<file path="config.mk">
export PLATFORM = sky130hd
export DESIGN_NAME = mem_stage_ctrl_flat
export DESIGN_NICKNAME = d
export VERILOG_FILES = /design/src/rtl/mem_stage_ctrl_if.sv /design/src/rtl/mem_stage_ctrl.sv /design/src/flat_wrapper.sv
export SDC_FILE = /design/constraint.sdc
export NUM_CORES = 1
export LEC_CHECK = 0
export CAP_MARGIN = 0
export CORE_UTILIZATION = 34
export CTS_BUF_LIST = sky130_fd_sc_hd__clkbuf_8
export DETAILED_ROUTE_END_ITERATION = 10
export PLACE_DENSITY = 0.92
export SLEW_MARGIN = 10
export SYNTH_ARGS = -nofsm -noshare
export SYNTH_HDL_FRONTEND = slang
export SYNTH_SLANG_ARGS = --single-unit
</file>
<file path="constraint.sdc">
create_clock -name clk -period 2.2 [get_ports clk]
set_clock_uncertainty 0.1 [all_clocks]
set_input_delay 0.44 -clock clk [delete_from_list [all_inputs] [get_ports clk]]
set_output_delay 0.44 -clock clk [all_outputs]
set_load 0.005 [all_outputs]
</file>
<file path="src/rtl/mem_stage_ctrl_if.sv">
// Pipeline-side handshake bundle for the memory-stage sequencing controller.
// master = pipeline (drives hazard/ME inputs), slave = controller (drives stalls/flushes).
interface mem_stage_ctrl_if;
    logic       me_dm_write;
    logic [1:0] me_ru_data_src;
    logic       me_valid;
    logic [1:0] ex_ru_data_src;
    logic       ex_ru_write;
    logic [4:0] ex_rd;
    logic [4:0] id_rs1;
    logic [4:0] id_rs2;
    logic       branch_taken;
    logic       dm_req;
    logic       dm_we;
    logic       stall_if;
    logic       stall_id;
    logic       stall_ex;
    logic       stall_me;
    logic       bubble_wb;
    logic       flush_id;
    logic       flush_ex;
    logic       busy;

    modport master (
        output me_dm_write, me_ru_data_src, me_valid, ex_ru_data_src, ex_ru_write,
               ex_rd, id_rs1, id_rs2, branch_taken,
        input  dm_req, dm_we, stall_if, stall_id, stall_ex, stall_me, bubble_wb,
               flush_id, flush_ex, busy
    );

    modport slave (
        input  me_dm_write, me_ru_data_src, me_valid, ex_ru_data_src, ex_ru_write,
               ex_rd, id_rs1, id_rs2, branch_taken,
        output dm_req, dm_we, stall_if, stall_id, stall_ex, stall_me, bubble_wb,
               flush_id, flush_ex, busy
    );
endinterface

</file>
<file path="src/rtl/mem_stage_ctrl.sv">
// Stall/flush sequencer for the 5-stage core: memory wait states, load-use and branch flush.
// Optional MEM_STAGE_PERF_EN adds saturating stall-cycle and flush counters.
module mem_stage_ctrl #(
    parameter int unsigned WAIT_CYCLES = 2
) (
    input  logic              clk,
    input  logic              rst,
    mem_stage_ctrl_if.slave   bus
`ifdef MEM_STAGE_PERF_EN
    ,
    output logic [15:0]       stall_cycle_cnt,
    output logic [15:0]       flush_cnt
`endif
);
    localparam int unsigned CNT_W = 4;

    typedef enum logic {IDLE, WAIT} state_e;

    state_e           state_q, state_d;
    logic [CNT_W-1:0] cnt_q, cnt_d;
    logic             mem_op;
    logic             mem_stall;
    logic             load_use;

    assign mem_op   = bus.me_valid & (bus.me_dm_write | (bus.me_ru_data_src == 2'b01));
    assign load_use = (bus.ex_ru_data_src == 2'b01) & bus.ex_ru_write & (bus.ex_rd != 5'd0)
                    & ((bus.ex_rd == bus.id_rs1) | (bus.ex_rd == bus.id_rs2));

    always_ff @(posedge clk) begin
        if (rst) begin
            state_q <= IDLE;
            cnt_q   <= '0;
        end else begin
            state_q <= state_d;
            cnt_q   <= cnt_d;
        end
    end

    // Access stalls in IDLE on arrival and in WAIT until cnt reaches zero (completion cycle).
    always_comb begin
        state_d   = state_q;
        cnt_d     = cnt_q;
        mem_stall = 1'b0;
        case (state_q)
            IDLE: begin
                if (mem_op && (WAIT_CYCLES != 0)) begin
                    mem_stall = 1'b1;
                    state_d   = WAIT;
                    cnt_d     = CNT_W'(WAIT_CYCLES - 1);
                end
            end
            WAIT: begin
                if (cnt_q != '0) begin
                    mem_stall = 1'b1;
                    cnt_d     = cnt_q - 1'b1;
                end else begin
                    state_d = IDLE;
                end
            end
        endcase
    end

    // Prioritised pipeline control; everything held low while rst is asserted.
    always_comb begin
        bus.dm_req    = 1'b0;
        bus.dm_we     = 1'b0;
        bus.stall_if  = 1'b0;
        bus.stall_id  = 1'b0;
        bus.stall_ex  = 1'b0;
        bus.stall_me  = 1'b0;
        bus.bubble_wb = 1'b0;
        bus.flush_id  = 1'b0;
        bus.flush_ex  = 1'b0;
        bus.busy      = 1'b0;
        if (!rst) begin
            bus.dm_req = mem_op;
            bus.dm_we  = mem_op & bus.me_dm_write;
            bus.busy   = (state_q == WAIT);
            if (mem_stall) begin
                bus.stall_if  = 1'b1;
                bus.stall_id  = 1'b1;
                bus.stall_ex  = 1'b1;
                bus.stall_me  = 1'b1;
                bus.bubble_wb = 1'b1;
            end else if (bus.branch_taken) begin
                bus.flush_id = 1'b1;
                bus.flush_ex = 1'b1;
            end else if (load_use) begin
                bus.stall_if = 1'b1;
                bus.stall_id = 1'b1;
                bus.flush_ex = 1'b1;
            end
        end
    end

`ifdef MEM_STAGE_PERF_EN
    logic [15:0] stall_cycle_cnt_q;
    logic [15:0] flush_cnt_q;
    logic        stall_any;
    logic        flush_any;

    assign stall_any = bus.stall_if | bus.stall_id | bus.stall_ex | bus.stall_me;
    assign flush_any = bus.flush_id | bus.flush_ex;

    always_ff @(posedge clk) begin
        if (rst) begin
            stall_cycle_cnt_q <= '0;
            flush_cnt_q       <= '0;
        end else begin
            if (stall_any && (stall_cycle_cnt_q != '1)) stall_cycle_cnt_q <= stall_cycle_cnt_q + 16'd1;
            if (flush_any && (flush_cnt_q != '1))       flush_cnt_q       <= flush_cnt_q + 16'd1;
        end
    end

    assign stall_cycle_cnt = stall_cycle_cnt_q;
    assign flush_cnt       = flush_cnt_q;
`endif
endmodule

</file>
<file path="src/flat_wrapper.sv">
// flat-port wrapper written by rule: the top's interface ports become plain ports
module mem_stage_ctrl_flat 
#(
    parameter int unsigned WAIT_CYCLES = 2
)
  (clk, rst, bus_me_dm_write, bus_me_ru_data_src, bus_me_valid, bus_ex_ru_data_src, bus_ex_ru_write, bus_ex_rd, bus_id_rs1, bus_id_rs2, bus_branch_taken, bus_dm_req, bus_dm_we, bus_stall_if, bus_stall_id, bus_stall_ex, bus_stall_me, bus_bubble_wb, bus_flush_id, bus_flush_ex, bus_busy);
  mem_stage_ctrl_if bus_i ();
  input  logic clk;
  input  logic rst;
  input wire logic [$bits(bus_i.me_dm_write)-1:0] bus_me_dm_write;
  input wire logic [$bits(bus_i.me_ru_data_src)-1:0] bus_me_ru_data_src;
  input wire logic [$bits(bus_i.me_valid)-1:0] bus_me_valid;
  input wire logic [$bits(bus_i.ex_ru_data_src)-1:0] bus_ex_ru_data_src;
  input wire logic [$bits(bus_i.ex_ru_write)-1:0] bus_ex_ru_write;
  input wire logic [$bits(bus_i.ex_rd)-1:0] bus_ex_rd;
  input wire logic [$bits(bus_i.id_rs1)-1:0] bus_id_rs1;
  input wire logic [$bits(bus_i.id_rs2)-1:0] bus_id_rs2;
  input wire logic [$bits(bus_i.branch_taken)-1:0] bus_branch_taken;
  output wire logic [$bits(bus_i.dm_req)-1:0] bus_dm_req;
  output wire logic [$bits(bus_i.dm_we)-1:0] bus_dm_we;
  output wire logic [$bits(bus_i.stall_if)-1:0] bus_stall_if;
  output wire logic [$bits(bus_i.stall_id)-1:0] bus_stall_id;
  output wire logic [$bits(bus_i.stall_ex)-1:0] bus_stall_ex;
  output wire logic [$bits(bus_i.stall_me)-1:0] bus_stall_me;
  output wire logic [$bits(bus_i.bubble_wb)-1:0] bus_bubble_wb;
  output wire logic [$bits(bus_i.flush_id)-1:0] bus_flush_id;
  output wire logic [$bits(bus_i.flush_ex)-1:0] bus_flush_ex;
  output wire logic [$bits(bus_i.busy)-1:0] bus_busy;
  assign bus_i.me_dm_write = bus_me_dm_write;
  assign bus_i.me_ru_data_src = bus_me_ru_data_src;
  assign bus_i.me_valid = bus_me_valid;
  assign bus_i.ex_ru_data_src = bus_ex_ru_data_src;
  assign bus_i.ex_ru_write = bus_ex_ru_write;
  assign bus_i.ex_rd = bus_ex_rd;
  assign bus_i.id_rs1 = bus_id_rs1;
  assign bus_i.id_rs2 = bus_id_rs2;
  assign bus_i.branch_taken = bus_branch_taken;
  assign bus_dm_req = bus_i.dm_req;
  assign bus_dm_we = bus_i.dm_we;
  assign bus_stall_if = bus_i.stall_if;
  assign bus_stall_id = bus_i.stall_id;
  assign bus_stall_ex = bus_i.stall_ex;
  assign bus_stall_me = bus_i.stall_me;
  assign bus_bubble_wb = bus_i.bubble_wb;
  assign bus_flush_id = bus_i.flush_id;
  assign bus_flush_ex = bus_i.flush_ex;
  assign bus_busy = bus_i.busy;
  mem_stage_ctrl #(.WAIT_CYCLES(WAIT_CYCLES)) u_core (.clk(clk), .rst(rst), .bus(bus_i));
endmodule
</file>
==> results of run 1 <==
layout by cell type, fill, tap and decap left out, types with 2 or more instances in the layout:
cell              n
clkdlybuf4s50_1   3
nor2_1            6
clkbuf_2          2
nand2_1           3
clkbuf_8          3
nor3_1            2
dlymetal6s2s_1   10
buf_2             4
buf_6             2
dlygate4sd2_1    14
inv_1             2
buf_4            19
dfxtp_1           4
a21oi_1           2
inv_2             2
nor3_2            2
nand3_1           2
nor2b_4           2
xor2_1           12
worst max path at each step:
stage                        end  slack, ns  cells past startpoint
finish              bus_flush_ex      -0.07                      7
global route        bus_flush_ex      -0.12                      7
CTS                 bus_stall_id      -0.03                      8
detailed placement  bus_stall_id      -0.57                      6
global placement    bus_flush_ex      -0.49                      6
floorplan           bus_stall_if       0.19                      7
metrics by stage:
step / total power [W] / instance area [um^2]
after global placement: 0.000260 / 906
after detailed placement: 0.000266 / 906
after global routing: 0.000477 / 1060
after floorplan: 0.000165 / 472
after CTS: 0.000436 / 988
final: 0.000457 / 1060
cell families (layout without fill, tap and decap cells):
logic type / after synthesis / in the layout / share of synthesized area (%)
flip-flops: 5 / 5 / 21.2
adder cells (fa/ha/maj): 1 / 1 / 2.65
AND/OR/NAND/NOR: 24 / 24 / 29.2
buffers and inverters: 6 / 61 / 7.16
AO/OA/AOI/OAI: 10 / 10 / 15.6
XOR/XNOR: 13 / 13 / 24.1
Yosys cell counts:
cell type	number
nor3_1	4
nand4_1	1
o211a_1	1
buf_4	3
o21ai_2	1
o21bai_1	2
a22oi_1	1
a21oi_1	3
or3b_4	1
xor2_1	12
xnor2_1	1
ha_1	1
nor2_1	6
a211oi_1	1
inv_1	3
nand2_4	1
and3b_1	1
nand3_1	2
nor2b_1	3
a41o_1	1
and4_4	1
nand2_1	3
and3_1	1
dfxtp_1	5
where the power goes:
group	internal, W	switching [W]	total (W)
Combinational	0.000107	0.0000831	0.000190
Clock	0.000120	0.0000456	0.000165
Sequential	0.0000967	0.00000456	0.000101
Total	0.000324	0.000133	0.000457
sequential cells by signal (all words and copies together), names as in the netlist:
register	count
u_core.state_q	1
u_core.cnt_q	4
worst register-to-register path, cell delays in order, from the launching register on:
cell     delay [ns]
dfxtp_1        0.32
inv_2          0.08
ha_4           0.13
or3b_4         0.40
nand2_4        0.10
buf_4          0.12
buf_4          0.12
xnor2_1        0.12
a21oi_1        0.10
layer usage:
metal,GRT usage (%),share of wire [%],up-vias
met2,54.6,55,39
li1,-,-,311
met3,6.94,5.3,16
met5,0,0,-
met1,27.1,33,321
met4,13.8,6.0,0
cell type report:
cell class,instances,share of cell area [%]
tap,15,1.77
sequential,5,9.56
multi-input combinational,48,38.7
clock inverter,1,0.354
timing repair buffer,54,44.6
inverter,3,1.06
clock buffer,3,3.90
repair_timing:
item	CTS	global route
pin swaps	10	13
buffers inserted	5	2
cloned	0	0
endpoints found under the setup margin	10	8
gates resized for setup	48	22
hold buffers	0	0
==> impl_metrics.yaml, run 1 <==
sta:
  hold_viol: 0
  worst_pin_slew_ns: 0.278
  relSlewSlack_pct: 81.4
  drv_slew: 0
  clock.fmax_mhz: 440
  rsz0062_at_grt: "true"
  period_share_pct: 103
  fin_hold_ws_ns: 0.442
  setup_viol: 4
  period_needed_ns: 2.27
  final.setup.worst_slack_ns: -0.0731
  setup_tns_ns: -0.191
yosys:
  netlist_area_um2: 472
  ys_seq_area_share_pct: 21.2
  syn_avg_cell_area_um2: 7.99
  yosysUniqueCellTypes: 24
  synthTopCellsByArea: "xor2_1 (22%), dfxtp_1 (21%), buf_4 (4.8%)"
  ys_seq_elements: 5
  syn_nets: 85
  yosys_warnings: 0
  synth.top_cell.area_share_pct: 22.3
  yosysTopAreaCell: "xor2_1"
  synthCells: 59
worst_setup_path:
  crit_fanout: 3
  startpoint: "bus_ex_rd[4]"
  path_buf_inv: 3
  rrSetupSlack_ns: 0.50
  reg2reg_to: "u_core.cnt_q[0]$_SDFFE_PP0P_"
  critical_path.endpoint_type: "primary output"
  worst-r2r-cell-count: 8
  criticalPathCategory: "in2out"
  critPathLaunchType: "input port"
  arrival_ns: 1.73
  cp_slowest_stage_delay_ns: 0.28
  cpMaxStageDelayCell: "dlygate4sd2_1"
  rr_startpoint: "u_core.cnt_q[0]$_SDFFE_PP0P_"
  worstPathCellList: "dlygate4sd2_1, xor2_1, nor3_2, a22oi_2, buf_4, o21bai_1, buf_2"
  crit_family: "buffers and inverters"
  worstPathRequired_ns: 1.66
hold_path:
  hold_end: "u_core.cnt_q[3]$_SDFFE_PP0P_"
  hold_path.startpoint: "u_core.cnt_q[3]$_SDFFE_PP0P_"
  hold_class: "reg2reg"
  holdPathStages: 2
route:
  drtIter0Drc: 17
  drc: 0
  via_per_inst: 5.33
  drtAntennaViolNets: 0
  drt_wl_total_mm: 2.28
  wl_per_cell_um: 17.7
  vias: 687
  drt_pass1_iterations: 4
place:
  place_congestion: 0.734
  dp_hpwl_mm: 1.26
  numPortBuffers: 34
  pre_cts_ws_ns: -0.572
  dp_cells: 118
layout:
  multi_input_area_um2: 410
  instances_no_fill: 129
  n_antenna_cell: 0
  post-route-util_pct: 81.4
  drive_gt1_share_pct: 41.2
  syn2layout_area_growth_pct: 125
  nNetsFinal: 141
  regArea_um2: 101
  fillers: 83
clock_tree:
  cts_buffer_depth: 2
  cts-root-buf: "clkbuf_8"
  path_clk_slew_ns: 0.04
  clk_latency_ns: 0.22
  htreeDepth: 1
  numCtsBuffers: 3
  cts_tree: "done"
  clkSinkCount: 5
grt:
  track_usage_pct: 28.3
  grt_pass1_wl_mm: 2.81
  grt_max_degree: 5
  grt_overflow: 0
  antenna_found_initial: 0
  first_global_vias: 619
die:
  start_util_pct: 36.2
  die_x_um: 39.2
  core.rowCount: 13
  die_area_um2: 1540
  die_y_um: 39.2
  fp.coreArea_um2: 1300
  ios: 35
outcome:
  status: "finished with violations"
  violations: "negative setup slack"
pwr:
  cellLeakagePower_nw: 0.607
  p_per_area_nw_per_um2: 431
  ir_drop_mv: 0.477
job:
  maxCapViolations: 0
Power figures use the tool's default switching activity.
==> run 2, diff against run 1 <==
Settings changed: CELL_PAD_IN_SITES_DETAIL_PLACEMENT from default to 1, CELL_PAD_IN_SITES_GLOBAL_PLACEMENT from default to 2, CORE_UTILIZATION 34 to 17, TNS_END_PERCENT from default to 20.
==> run 2 against run 1 <==
The run still ends with negative setup slack left; total power grew 13%; register-to-register slack lost 0.58 ns; cell count grew 26%; clock power is essentially flat; non-clock buffer count grew 19; sequential cell count is the same; critical endpoint unchanged; largest power group unchanged; highest routed layer unchanged.
==> impl_metrics.yaml, run 2 (same netlist as run 1, synthesis figures left out) <==
sta:
  period_needed_ns: 2.32
  relSlewSlack_pct: 78.7
  clock.fmax_mhz: 432
  drv_slew: 0
  hold_viol: 0
  setup_tns_ns: -0.265
  final.setup.worst_slack_ns: -0.117
  fin_hold_ws_ns: 0.455
  setup_viol: 6
  period_share_pct: 105
  rsz0062_at_grt: "true"
  worst_pin_slew_ns: 0.317
worst_setup_path:
  path_buf_inv: 3
  startpoint: "u_core.cnt_q[0]$_SDFFE_PP0P_"
  cp.depth: 8
  worst-r2r-cell-count: 16
  cp_slowest_stage_delay_ns: 0.39
  criticalPathCategory: "reg2out"
  crit_fanout: 3
  crit_family: "simple AND/OR/NAND/NOR gates"
  cpMaxStageDelayCell: "or3b_4"
  critical_path.endpoint_type: "primary output"
  arrival_ns: 1.78
  rrSetupSlack_ns: -0.08
  reg2reg_to: "u_core.cnt_q[0]$_SDFFE_PP0P_"
  worstPathRequired_ns: 1.66
  rr_startpoint: "u_core.cnt_q[0]$_SDFFE_PP0P_"
  crit_end: "bus_flush_ex"
  worstPathCellList: "inv_2, ha_4, or3b_4, nand2_4, buf_6, and4_4, o21bai_1, buf_2"
  critPathLaunchType: "register"
grt:
  antenna_found_initial: 0
  track_usage_pct: 18.1
  grt_overflow: 0
  first_global_vias: 775
  grt_pass1_wl_mm: 3.75
  grt_max_degree: 5
hold_path:
  hold_class: "reg2reg"
layout:
  nNetsFinal: 160
  instances_no_fill: 163
  regArea_um2: 103
  largest_register: "u_core.cnt_q"
  largest_reg_flops: 4
  fillers: 306
  n_antenna_cell: 0
  multi_input_area_um2: 392
  drive_gt1_share_pct: 47.4
  syn2layout_area_growth_pct: 159
  largestRegisters: "u_core.cnt_q (4), u_core.state_q (1)"
  final_common_cell: "buf_4"
  final_cell_mix: "buf_4 (32), clkdlybuf4s50_1 (13), xor2_1 (12)"
outcome:
  violations: "negative setup slack"
  status: "finished with violations"
place:
  place_congestion: 0.888
  dp_hpwl_mm: 1.51
  pre_cts_ws_ns: -0.579
  numPortBuffers: 34
  dp_cells: 135
pwr:
  p_per_area_nw_per_um2: 423
  cellLeakagePower_nw: 0.654
  ir_drop_mv: 0.462
route:
  via_per_inst: 4.36
  wl_per_cell_um: 15.2
  vias: 711
  drtIter0Drc: 6
  drt_pass1_iterations: 3
  drt_wl_total_mm: 2.48
  drtAntennaViolNets: 0
  drc: 0
die:
  core.rowCount: 18
  die_area_um2: 2990
  die_y_um: 54.7
  die_x_um: 54.7
  ios: 35
  fp.coreArea_um2: 2540
  start_util_pct: 18.5
clock_tree:
  clk_latency_ns: 0.22
  numCtsBuffers: 3
  cts_tree: "done"
  cts_buffer_depth: 2
  path_clk_slew_ns: 0.04
  htreeDepth: 1
  cts-root-buf: "clkbuf_8"
  clkSinkCount: 5
job:
  maxCapViolations: 0
## run 2: repair_timing
action / in CTS / in global routing
gates cloned: 0 / 0
hold buffers: 0 / 0
resized for setup: 44 / 16
pin swaps: 9 / 8
endpoints found under the setup margin: 10 / 9
buffers inserted: 19 / 5
## run 2: worst min-delay path by stage
stage / from / end / cells after the start
2_1_floorplan: u_core.cnt_q[3]$_SDFFE_PP0P_ / u_core.cnt_q[3]$_SDFFE_PP0P_ / 2
3_5_place_dp: u_core.cnt_q[3]$_SDFFE_PP0P_ / u_core.cnt_q[3]$_SDFFE_PP0P_ / 2
5_1_grt: u_core.cnt_q[3]$_SDFFE_PP0P_ / u_core.cnt_q[3]$_SDFFE_PP0P_ / 2
6_report: u_core.cnt_q[3]$_SDFFE_PP0P_ / u_core.cnt_q[3]$_SDFFE_PP0P_ / 2
3_3_place_gp: u_core.cnt_q[3]$_SDFFE_PP0P_ / u_core.cnt_q[3]$_SDFFE_PP0P_ / 2
4_1_cts: u_core.cnt_q[3]$_SDFFE_PP0P_ / u_core.cnt_q[3]$_SDFFE_PP0P_ / 2
## run 2: cell type report
type | count | area share, %
Multi-Input combinational cell | 48 | 32.0
Sequential cell | 5 | 8.39
Timing Repair Buffer | 73 | 51.9
Clock buffer | 3 | 3.38
Inverter | 3 | 0.921
Clock inverter | 1 | 0.307
Tap cell | 30 | 3.07
## run 2: stage by stage
stage	cell area (um^2)	total power [W]	utilization (%)
2_1_floorplan	472	0.000165	-
3_3_place_gp	940	0.000266	36.9
3_5_place_dp	940	0.000271	36.9
4_1_cts	1170	0.000498	45.8
5_1_grt	1220	0.000548	48.0
6_report	1220	0.000517	48.0
## run 2: worst register-to-register path: cells and delay by family (launching register included)
kind,cells,cell delay [ns]
buffers and inverters,14,1.50
flip-flops,1,0.33
AO/OA/AOI/OAI,1,0.14
XOR/XNOR,1,0.12
## run 2: metal layers
layer	part of all wire (%)	up-vias	routed length, um	GRT usage [%]
li1	-	349	-	-
met3	1.2	4	29	1.11
met1	41	344	1020	20.6
met5	0	-	0	0
met2	56	14	1380	33.9
met4	1.8	0	45	8.12
## run 2: where the power goes
part           total (W)  leakage, nW  internal, W  switching [W]
sequential      0.000102       0.0416    0.0000972     0.00000436
clock           0.000166       0.0269     0.000120      0.0000467
combinational   0.000249        0.586     0.000159      0.0000905
total           0.000517        0.654     0.000375       0.000141
